### src/rtl/pic_pkg.sv
// Shared types and constants for the interrupt controller control unit.
package pic_pkg;

  typedef enum logic [2:0] {
    ST_UNINIT = 3'd0,
    ST_ICW2   = 3'd1,
    ST_ICW3   = 3'd2,
    ST_ICW4   = 3'd3,
    ST_READY  = 3'd4
  } init_st_e;

  typedef enum logic [1:0] {
    ACK_IDLE = 2'd0,
    ACK1     = 2'd1,
    ACK2     = 2'd2
  } ack_st_e;

  // ICW1 / ICW4 bit positions
  localparam int ICW1_IC4  = 0;
  localparam int ICW1_SNGL = 1;
  localparam int ICW1_LTIM = 3;
  localparam int ICW1_SEL  = 4;
  localparam int ICW4_AEOI = 1;

  // OCW2 command codes (din[7:5])
  localparam logic [2:0] OCW2_NS_EOI  = 3'b001;
  localparam logic [2:0] OCW2_SP_EOI  = 3'b011;
  localparam logic [2:0] OCW2_ROT_NS  = 3'b101;
  localparam logic [2:0] OCW2_ROT_SP  = 3'b111;
  localparam logic [2:0] OCW2_SET_PRI = 3'b110;

  function automatic bit num_irq_legal(input int n);
    return (n == 2) || (n == 4) || (n == 8);
  endfunction

endpackage

### src/rtl/pic_control_unit_resolver.sv
// Rotating priority encoder: level lowest+1 is highest priority, lowest is last.
module pic_priority_resolver #(
  parameter int NUM_IRQ = 8,
  parameter int ID_W    = $clog2(NUM_IRQ)
) (
  input  logic [NUM_IRQ-1:0] req,
  input  logic [ID_W-1:0]    lowest,
  output logic               valid,
  output logic [ID_W-1:0]    id
);

  // Scan from lowest priority up so the highest-priority hit is written last.
  // NUM_IRQ is a power of two, so the ID_W-bit add wraps modulo NUM_IRQ.
  always_comb begin
    valid = 1'b0;
    id    = '0;
    for (int i = NUM_IRQ; i >= 1; i--) begin
      if (req[lowest + ID_W'(i)]) begin
        valid = 1'b1;
        id    = lowest + ID_W'(i);
      end
    end
  end

endmodule

### src/rtl/pic_control_unit.sv
// Interrupt controller control unit: init sequence, OCW decode, IRR/ISR/IMR,
// nested rotating priority and the two-pulse INTA handshake.
module pic_control_unit
  import pic_pkg::*;
#(
  parameter  int NUM_IRQ = 8,
  localparam int ID_W    = $clog2(NUM_IRQ)
) (
  input  logic               clk,
  input  logic               rst,
  input  logic               wr_n,
  input  logic               a0,
  input  logic [7:0]         din,
  input  logic [NUM_IRQ-1:0] irq,
  input  logic               inta_n,
  output logic               intr,
  output logic [7:0]         vec_out,
  output logic               vec_oe,
  output logic [NUM_IRQ-1:0] irr,
  output logic [NUM_IRQ-1:0] isr,
  output logic [NUM_IRQ-1:0] imr,
  output logic               init_done
);

  if (!num_irq_legal(NUM_IRQ)) begin : g_bad_num_irq
    $error("pic_control_unit: NUM_IRQ must be 2, 4 or 8");
  end

  logic               wr_n_q, inta_n_q;
  logic [NUM_IRQ-1:0] irq_q;
  logic [7:0]         icw1_q, icw1_d, icw2_q, icw2_d, icw3_q, icw3_d;
  logic               aeoi_q, aeoi_d;
  init_st_e           init_q, init_d;
  ack_st_e            ack_q, ack_d;
  logic [NUM_IRQ-1:0] irr_q, irr_d, isr_q, isr_d, imr_q, imr_d, irr_clr;
  logic [ID_W-1:0]    lowest_q, lowest_d, id_q, id_d, lvl;
  logic               spur_q, spur_d, intr_q, intr_d, vec_oe_q, vec_oe_d;
  logic [7:0]         vec_out_q, vec_out_d;

  logic               wr_ev, icw1_ev, ocw_ev, inta_fall, inta_rise;
  logic               cand_vld, isr_vld, pend;
  logic [ID_W-1:0]    cand_id, isr_id, cand_rank, isr_rank;
  logic               unused_bits;

  // ICW3 is kept for software visibility only; these bits steer nothing here.
  assign unused_bits = ^{icw3_q, icw1_q[7:4], icw1_q[2], icw2_q[ID_W-1:0]};

  pic_priority_resolver #(.NUM_IRQ(NUM_IRQ), .ID_W(ID_W)) u_irr_res (
    .req(irr_q & ~imr_q), .lowest(lowest_q), .valid(cand_vld), .id(cand_id)
  );

  pic_priority_resolver #(.NUM_IRQ(NUM_IRQ), .ID_W(ID_W)) u_isr_res (
    .req(isr_q), .lowest(lowest_q), .valid(isr_vld), .id(isr_id)
  );

  // Rank 0 is the highest priority (lowest+1); strict compare keeps a level
  // already in service from re-interrupting itself.
  assign cand_rank = cand_id - lowest_q - ID_W'(1);
  assign isr_rank  = isr_id  - lowest_q - ID_W'(1);
  assign pend      = cand_vld && (!isr_vld || (cand_rank < isr_rank));

  assign wr_ev     = wr_n_q & ~wr_n;
  assign icw1_ev   = wr_ev & ~a0 & din[ICW1_SEL];
  assign ocw_ev    = wr_ev & ~icw1_ev & (init_q == ST_READY);
  assign inta_fall = inta_n_q & ~inta_n;
  assign inta_rise = ~inta_n_q & inta_n;
  assign lvl       = din[ID_W-1:0];

  // Next-state: init sequence, OCWs, ack handshake, then ICW1 override last.
  always_comb begin
    icw1_d    = icw1_q;
    icw2_d    = icw2_q;
    icw3_d    = icw3_q;
    aeoi_d    = aeoi_q;
    init_d    = init_q;
    ack_d     = ack_q;
    isr_d     = isr_q;
    imr_d     = imr_q;
    irr_clr   = '0;
    lowest_d  = lowest_q;
    id_d      = id_q;
    spur_d    = spur_q;
    vec_oe_d  = vec_oe_q;
    vec_out_d = vec_out_q;

    if (wr_ev && a0) begin
      unique case (init_q)
        ST_ICW2: begin
          icw2_d = din;
          if (!icw1_q[ICW1_SNGL])    init_d = ST_ICW3;
          else if (icw1_q[ICW1_IC4]) init_d = ST_ICW4;
          else                       init_d = ST_READY;
        end
        ST_ICW3: begin
          icw3_d = din;
          init_d = icw1_q[ICW1_IC4] ? ST_ICW4 : ST_READY;
        end
        ST_ICW4: begin
          aeoi_d = din[ICW4_AEOI];
          init_d = ST_READY;
        end
        default: ;
      endcase
    end

    // OCW1 / OCW2; EOI picks from the registered ISR, ahead of any ack set.
    if (ocw_ev && a0) begin
      imr_d = din[NUM_IRQ-1:0];
    end else if (ocw_ev && din[4:3] == 2'b00) begin
      unique case (din[7:5])
        OCW2_NS_EOI: if (isr_vld) isr_d[isr_id] = 1'b0;
        OCW2_SP_EOI: isr_d[lvl] = 1'b0;
        OCW2_ROT_NS: if (isr_vld) begin
          isr_d[isr_id] = 1'b0;
          lowest_d      = isr_id;
        end
        OCW2_ROT_SP: begin
          isr_d[lvl] = 1'b0;
          lowest_d   = lvl;
        end
        OCW2_SET_PRI: lowest_d = lvl;
        default: ;
      endcase
    end

    unique case (ack_q)
      ACK_IDLE: if (inta_fall) begin
        ack_d  = ACK1;
        spur_d = ~cand_vld;
        if (cand_vld) begin
          id_d           = cand_id;
          isr_d[cand_id] = 1'b1;
          irr_clr[cand_id] = 1'b1;
        end else begin
          id_d = ID_W'(NUM_IRQ - 1);
        end
      end
      ACK1: if (inta_fall) begin
        ack_d     = ACK2;
        vec_out_d = {icw2_q[7:ID_W], id_q};
        vec_oe_d  = 1'b1;
      end
      ACK2: if (inta_rise) begin
        ack_d     = ACK_IDLE;
        vec_oe_d  = 1'b0;
        vec_out_d = '0;
        if (aeoi_q && !spur_q) isr_d[id_q] = 1'b0;
      end
      default: ack_d = ACK_IDLE;
    endcase

    if (icw1_ev) begin
      icw1_d    = din;
      init_d    = ST_ICW2;
      imr_d     = '0;
      isr_d     = '0;
      irr_clr   = '0;
      ack_d     = ACK_IDLE;
      spur_d    = 1'b0;
      vec_oe_d  = 1'b0;
      vec_out_d = '0;
    end

    // Edge mode: a fresh rising edge beats the ack clear on the same bit.
    if (icw1_q[ICW1_LTIM]) irr_d = irq;
    else                   irr_d = (irr_q & ~irr_clr) | (irq & ~irq_q);

    intr_d = pend && (init_q == ST_READY) && (ack_q == ACK_IDLE)
             && !inta_fall && !icw1_ev;
  end

  // State registers.
  always_ff @(posedge clk or posedge rst) begin
    if (rst) begin
      wr_n_q    <= 1'b0;
      inta_n_q  <= 1'b0;
      irq_q     <= '0;
      icw1_q    <= '0;
      icw2_q    <= '0;
      icw3_q    <= '0;
      aeoi_q    <= 1'b0;
      init_q    <= ST_UNINIT;
      ack_q     <= ACK_IDLE;
      irr_q     <= '0;
      isr_q     <= '0;
      imr_q     <= '0;
      lowest_q  <= ID_W'(NUM_IRQ - 1);
      id_q      <= '0;
      spur_q    <= 1'b0;
      intr_q    <= 1'b0;
      vec_oe_q  <= 1'b0;
      vec_out_q <= '0;
    end else begin
      wr_n_q    <= wr_n;
      inta_n_q  <= inta_n;
      irq_q     <= irq;
      icw1_q    <= icw1_d;
      icw2_q    <= icw2_d;
      icw3_q    <= icw3_d;
      aeoi_q    <= aeoi_d;
      init_q    <= init_d;
      ack_q     <= ack_d;
      irr_q     <= irr_d;
      isr_q     <= isr_d;
      imr_q     <= imr_d;
      lowest_q  <= lowest_d;
      id_q      <= id_d;
      spur_q    <= spur_d;
      intr_q    <= intr_d;
      vec_oe_q  <= vec_oe_d;
      vec_out_q <= vec_out_d;
    end
  end

  assign intr      = intr_q;
  assign vec_out   = vec_out_q;
  assign vec_oe    = vec_oe_q;
  assign irr       = irr_q;
  assign isr       = isr_q;
  assign imr       = imr_q;
  assign init_done = (init_q == ST_READY);

endmodule

### config.mk
export PLATFORM = sky130hd
export DESIGN_NAME = pic_control_unit
export DESIGN_NICKNAME = d
export VERILOG_FILES = /design/src/rtl/pic_pkg.sv /design/src/rtl/pic_control_unit_resolver.sv /design/src/rtl/pic_control_unit.sv
export SDC_FILE = /design/constraint.sdc
export NUM_CORES = 1
export LEC_CHECK = 0
export ABC_AREA = 1
export CAP_MARGIN = 25
export CORE_UTILIZATION = 50
export DETAILED_ROUTE_END_ITERATION = 6
export PLACE_DENSITY = 0.79
export SLEW_MARGIN = 20
export SYNTH_ARGS = -nofsm -noshare
export SYNTH_HDL_FRONTEND = slang
export SYNTH_SLANG_ARGS = --single-unit
### constraint.sdc
create_clock -name clk -period 9.55 [get_ports clk]
set_clock_uncertainty 0.1 [all_clocks]
set_input_delay 1.91 -clock clk [delete_from_list [all_inputs] [get_ports clk]]
set_output_delay 1.91 -clock clk [all_outputs]
set_load 0.05 [all_outputs]
==> results of run 1 <==
## critical path: cells and delay by family, from the launching register on
family | cells | cell delay [ns]
buf+inv | 3 | 0.74
compound gates | 4 | 0.39
xor+xnor | 2 | 0.33
flops | 1 | 0.81
simple gates | 9 | 0.97
fa+ha+maj | 4 | 1.71
## layout make-up
type | count | area [µm²]
Multi-Input combinational cell | 460 | 2323
Tap cell | 108 | 135.1
Clock buffer | 9 | 123.9
Clock inverter | 7 | 101.3
Fill cell | 807 | 3411
Inverter | 102 | 387.9
Timing Repair Buffer | 57 | 565.5
Sequential cell | 65 | 1630
## sequential cells by signal, summed over array words and instances (netlist names)
register / cells
isr: 8
vec_out: 8
id_q: 3
wr_n_q: 1
init_q: 3
irq_q: 8
icw2_q: 5
irr: 8
spur_q: 1
inta_n_q: 1
imr: 8
ack_q: 2
icw1_q: 3
aeoi_q: 1
vec_oe: 1
lowest_q: 3
intr: 1
## worst paths after layout
kind | startpoint | to | slack (ns) | cells past startpoint
worst max-delay path | lowest_q[1]$_DFFE_PP1P_ | intr$_DFF_PP0_ | 4.44 | 22
worst max register to register | lowest_q[1]$_DFFE_PP1P_ | intr$_DFF_PP0_ | 4.44 | 22
worst min-delay path | irq_q[4]$_DFF_PP0_ | irr[4]$_DFF_PP0_ | 0.40 | 3
min in group asynchronous | rst | icw1_q[1]$_DFFE_PP0P_ | 2.03 | 3
worst min register to register | irq_q[4]$_DFF_PP0_ | irr[4]$_DFF_PP0_ | 0.40 | 3
max in group asynchronous | rst | irq_q[4]$_DFF_PP0_ | 6.79 | 3
## cells by family (layout without fill, tap and decap cells)
group	Yosys count	after routing	synth area share, %
buffers and inverters	115	175	11.04
flip-flops	65	65	36.68
AND/OR/NAND/NOR	346	346	34.04
XOR/XNOR	8	8	1.746
adder cells (fa/ha/maj)	8	8	2.590
AO/OA/AOI/OAI	98	98	13.91
## where the power goes
group	switching [mW]	internal (mW)	total, mW
clock network	0.117	0.150	0.267
logic	0.701	0.350	1.05
registers	0.0873	0.358	0.445
## layer usage
layer | GRT usage [%] | part of all wire [%] | vias to the layer above
li1 | - | - | 2200
met1 | 41.12 | 44 | 2125
met2 | 51.18 | 47 | 193
met3 | 5.845 | 7.5 | 26
met4 | 6.219 | 1.6 | 0
met5 | 0 | 0 | -
## cells in the mapped netlist (4+ instances only)
master / instances / area, µm²
nand2_1: 187 / 701.9
inv_1: 89 / 334.1
nand3_1: 81 / 405.4
dfrtp_1: 62 / 1551
nor2_1: 43 / 161.4
o21ai_0: 23 / 115.1
a21oi_1: 17 / 85.08
o22ai_1: 17 / 106.4
inv_2: 11 / 41.29
o211ai_1: 10 / 75.07
nand2_2: 9 / 56.30
o21ai_1: 9 / 45.04
ha_1: 6 / 75.07
a31oi_1: 5 / 31.28
nand4_1: 5 / 31.28
xnor2_1: 5 / 43.79
buf_2: 4 / 20.02
buf_6: 4 / 45.04
nor2_2: 4 / 25.02
nor3_1: 4 / 20.02
## metrics by stage
| step | utilization (%) | setup slack (ns) |
|---|---|---|
| 6_report | 60.70 | 4.445 |
| 5_1_grt | 60.70 | 4.029 |
| 4_1_cts | 60.70 | 4.518 |
| 3_5_place_dp | 58.10 | 4.528 |
| 3_3_place_gp | 58.10 | 4.750 |
| 2_1_floorplan | - | 5.590 |
==> flow_summary_export.csv, run 1 <==
group,metric,value,unit
yosys,ys.flop_type,"dfrtp_1",
place,place_area,5042,µm²
routing,drt_pass1_iterations,5,
finish,final_common_cell,"nand2_1",
floorplanning,initial_core_util,51.21,%
setup_path,end_kind,"register",
cts,clock-sinks,65,
pwr,leakage,2.604,nW
routing,wire_per_inst,16.15,µm
setup_path,crit_type,"reg2reg",
finish,layout-drive-gt1-share,9.000,%
setup_path,cp_slowest_stage_delay,0.81,ns
worst_hold_path,hp-class,"reg2reg",
floorplanning,core,8678,µm²
cts,clk_path_buf_depth,2,
timing,fmax,195.9,MHz
global_route,grtUsageTotal,30.54,%
cts,htree_levels,3,
place,hpwl,9993,µm
floorplanning,die_y,96.28,µm
yosys,async_flop_share,100.0,%
cts,cts_root_buf,"clkbuf_8",
yosys,seq_area_frac_synth,36.68,%
yosys,synth_area,4444,µm²
floorplanning,dieArea,9270,µm²
timing,hold_violations,0,
routing,drcViolationCount,0,
timing,report.final.slew_viol_count,0,
routing,routed_wirelength,13050,µm
cts,clk_latency,0.34,ns
place,numPortBuffers,55,
setup_path,cp_max_fo,21,
yosys,synth_cells,640,
global_route,grt_pass1_vias,4319,
pwr,ir_worst_vdd,0.1577,mV
setup_path,worstPathArrival,5.26,ns
cts,ctsHoldBuffers,0,
yosys,syn_avg_cell_area,6.944,µm²
cts,cts_setup_buffers,0,
global_route,grt_max_degree,66,
place,dp.cells,792,
yosys,syn-num-nets,669,
floorplanning,die_w,96.28,µm
timing,finalCriticalPeriod,5.105,ns
pwr,p_total,1.763,mW
setup_path,worstPathCellList,"inv_1 -> ha_1 -> inv_2 -> or2_1 -> o211ai_2 -> nand2_1 -> inv_1 -> o21ai_1 -> nand2_1 -> nand2_1 -> nand2_1 -> nand2_1 -> nand2_1 -> nand2_2 -> ha_1 -> fa_1 -> xnor2_1 -> xor2_1 -> ha_1 -> a21oi_1 -> a21oi_1 -> nor3_1",
timing,final.period_utilization,53.46,%
run,drv_cap,0,
routing,drtAntennaViolNets,0,
cts,clk_pin_slew,0.07,ns
yosys,ys_types,49,
cts,cts_buffers,9,
finish,instances_no_fill,808,
setup_path,cpMaxStageDelayCell,"dfstp_2",
global_route,overflow,0,
timing,timing.hold.ws,0.3970,ns
cts,cts_tree,"yes",
cts,post_cts_resized,0,
routing,vias_per_cell,5.624,
yosys,synth-seq-cells,65,
finish,area_delta_synth_final,18.52,%
timing,maxSlewHeadroom,45.47,%
global_route,antenna_found_initial,0,
floorplanning,placement_rows,34,
finish,layout_common_cells,"nand2_1 (187), inv_1 (88), nand3_1 (81)",
place,place.gp.congestion,0.9756,
timing,worst_pin_slew,0.8180,ns
routing,vias,4544,
setup_path,required,9.71,ns
finish,finish.net_count,724,
routing,drtIter0Drc,295,
timing,setup_tns,0,ns
floorplanning,io-pin-count,56,
setup_path,cpMostUsedCell,"nand2_1",
yosys,yosys_warnings,0,
setup_path,critPathLaunchType,"register",
timing,rsz0062_at_grt,"false",
finish,n_antenna_cell,0,
outcome,status,"finished, final reports clean",
pwr,power-per-cell-area,334.8,nW/µm²
finish,finalInstanceArea,5268,µm²
global_route,grt_pass1_wl,21090,µm
timing,finalSetupViolations,0,
yosys,synth_edf_count,0,
Power figures use the tool's default switching activity.
==> run 2, diff against run 1 <==
PLACE_DENSITY = 0.82   (was 0.79)
clock period = 4.6 ns   (was 9.55 ns; I/O delays follow)
==> flow_summary_export.csv, run 2 (same netlist as run 1, synthesis figures left out) <==
group,metric,value,unit
cts,cts_setup_buffers,0,
worst_hold_path,hold_start,"irq_q[3]$_DFF_PP0_",
floorplanning,dieArea,9270,µm²
place,place.gp.congestion,0.9544,
cts,ctsHoldBuffers,0,
floorplanning,io-pin-count,56,
outcome,status,"finished, final reports clean",
setup_path,crit_type,"reg2reg",
finish,final_common_cell,"nand2_1",
setup_path,worstPathCellList,"inv_6 -> ha_1 -> inv_2 -> or2_1 -> o211ai_2 -> nand2_1 -> inv_1 -> o21ai_1 -> nand2_1 -> nand2_1 -> nand2_1 -> nand2_1 -> nand2_1 -> nand2_2 -> ha_1 -> fa_1 -> xnor2_1 -> xor2_1 -> ha_1 -> a21oi_1 -> a21oi_1 -> nor3_1",
floorplanning,core,8678,µm²
finish,area_delta_synth_final,19.06,%
cts,clk_path_buf_depth,2,
routing,drtIter0Drc,316,
cts,clk_latency,0.35,ns
global_route,overflow,0,
cts,clk_pin_slew,0.07,ns
global_route,grt_max_degree,43,
worst_hold_path,hp-class,"reg2reg",
setup_path,cp_max_fo,18,
cts,cts_root_buf,"clkbuf_8",
cts,htree_levels,3,
routing,wire_per_inst,15.75,µm
timing,finalSetupViolations,0,
global_route,grt_pass1_wl,21140,µm
cts,cts_buffers,9,
floorplanning,initial_core_util,51.21,%
finish,layout_common_cells,"nand2_1 (187), inv_1 (88), nand3_1 (81)",
routing,routed_wirelength,12810,µm
timing,final.period_utilization,90.60,%
floorplanning,placement_rows,34,
finish,finish.net_count,729,
setup_path,cpMaxStageDelayCell,"dfstp_2",
timing,setup_tns,0,ns
setup_path,worstPathArrival,4.33,ns
run,drv_cap,0,
pwr,leakage,2.619,nW
setup_path,critPathLaunchType,"register",
setup_path,path_buf_inv,3,
routing,drcViolationCount,0,
timing,maxSlewHeadroom,42.45,%
routing,drt_pass1_iterations,5,
cts,clock-sinks,65,
timing,fmax,239.9,MHz
routing,drtAntennaViolNets,0,
setup_path,end_kind,"register",
setup_path,rr_startpoint,"lowest_q[0]$_DFFE_PP1P_",
setup_path,cp_slowest_stage_delay,0.57,ns
floorplanning,die_y,96.28,µm
setup_path,cpMostUsedCell,"nand2_1",
finish,layout-drive-gt1-share,9.645,%
setup_path,required,4.77,ns
routing,vias,4587,
timing,finalCriticalPeriod,4.168,ns
place,numPortBuffers,55,
global_route,grtUsageTotal,30.67,%
finish,n_antenna_cell,0,
timing,report.final.slew_viol_count,0,
floorplanning,die_w,96.28,µm
routing,vias_per_cell,5.642,
global_route,grt_pass1_vias,4391,
pwr,power-per-cell-area,690.5,nW/µm²
timing,timing.hold.ws,0.3938,ns
pwr,p_total,3.654,mW
timing,hold_violations,0,
cts,post_cts_resized,0,
place,hpwl,10030,µm
pwr,ir_worst_vdd,0.4054,mV
global_route,antenna_found_initial,0,
cts,cts_tree,"yes",
timing,rsz0062_at_grt,"false",
setup_path,crit_family,"adder cells",
setup_path,crit_start,"lowest_q[0]$_DFFE_PP1P_",
timing,worst_pin_slew,0.8620,ns
run 2: tightest hold or removal path, cell delays in order (launching register included):
cell     delay [ns]
dfrtp_1        0.32
nand2_1        0.05
nand2_1        0.05
nand2_1        0.04
run 2: path summary, 6_finish.rpt:
kind / depth (start not counted) / endpoint / slack (ns)
max: 22 / intr$_DFF_PP0_ / 0.43
min: 3 / irr[3]$_DFF_PP0_ / 0.39
max reg2reg: 22 / intr$_DFF_PP0_ / 0.43
min reg2reg: 3 / irr[3]$_DFF_PP0_ / 0.39
max in group asynchronous: 3 / irr[5]$_DFF_PP0_ / 2.59
min in group asynchronous: 2 / icw1_q[1]$_DFFE_PP0P_ / 0.97
run 2: stage by stage:
step | area (µm²) | setup slack, ns | cells | utilization, %
after floorplan | 4444 | 0.6405 | 640 | -
after global placement | 5080 | 0.5719 | 797 | 58.54
after detailed placement | 5080 | 0.4955 | 797 | 58.54
after CTS | 5291 | 0.4665 | 813 | 60.97
after global routing | 5291 | 0.1028 | 813 | 60.97
final | 5291 | 0.4322 | 813 | 60.97
run 2: final cells by class:
cell class | count | area (µm²)
Multi-Input combinational cell | 460 | 2323
Clock buffer | 10 | 137.6
Sequential cell | 65 | 1630
Clock inverter | 6 | 73.82
Timing Repair Buffer | 62 | 603.1
Inverter | 102 | 387.9
Fill cell | 795 | 3387
Tap cell | 108 | 135.1
run 2: layer usage:
layer / track usage [%] / vias to the layer above / wire [µm]
li1: - / 2201 / -
met1: 40.87 / 2152 / 5546
met2: 49.59 / 208 / 5968
met3: 4.502 / 26 / 939
met4: 13.18 / 0 / 350
met5: 0 / - / 0
run 2: power breakdown:
part           switching [mW]  leakage (nW)  internal (mW)  total (mW)
combinational            1.49          1.73          0.746        2.24
clock                   0.245         0.101          0.271       0.516
sequential              0.158         0.790          0.742       0.900
==> run 3, diff against run 2 <==
CAP_MARGIN = 15   (was 25)
==> results of run 3 <==
The final DEF is identical to that of run 2; final timing and power are the same.
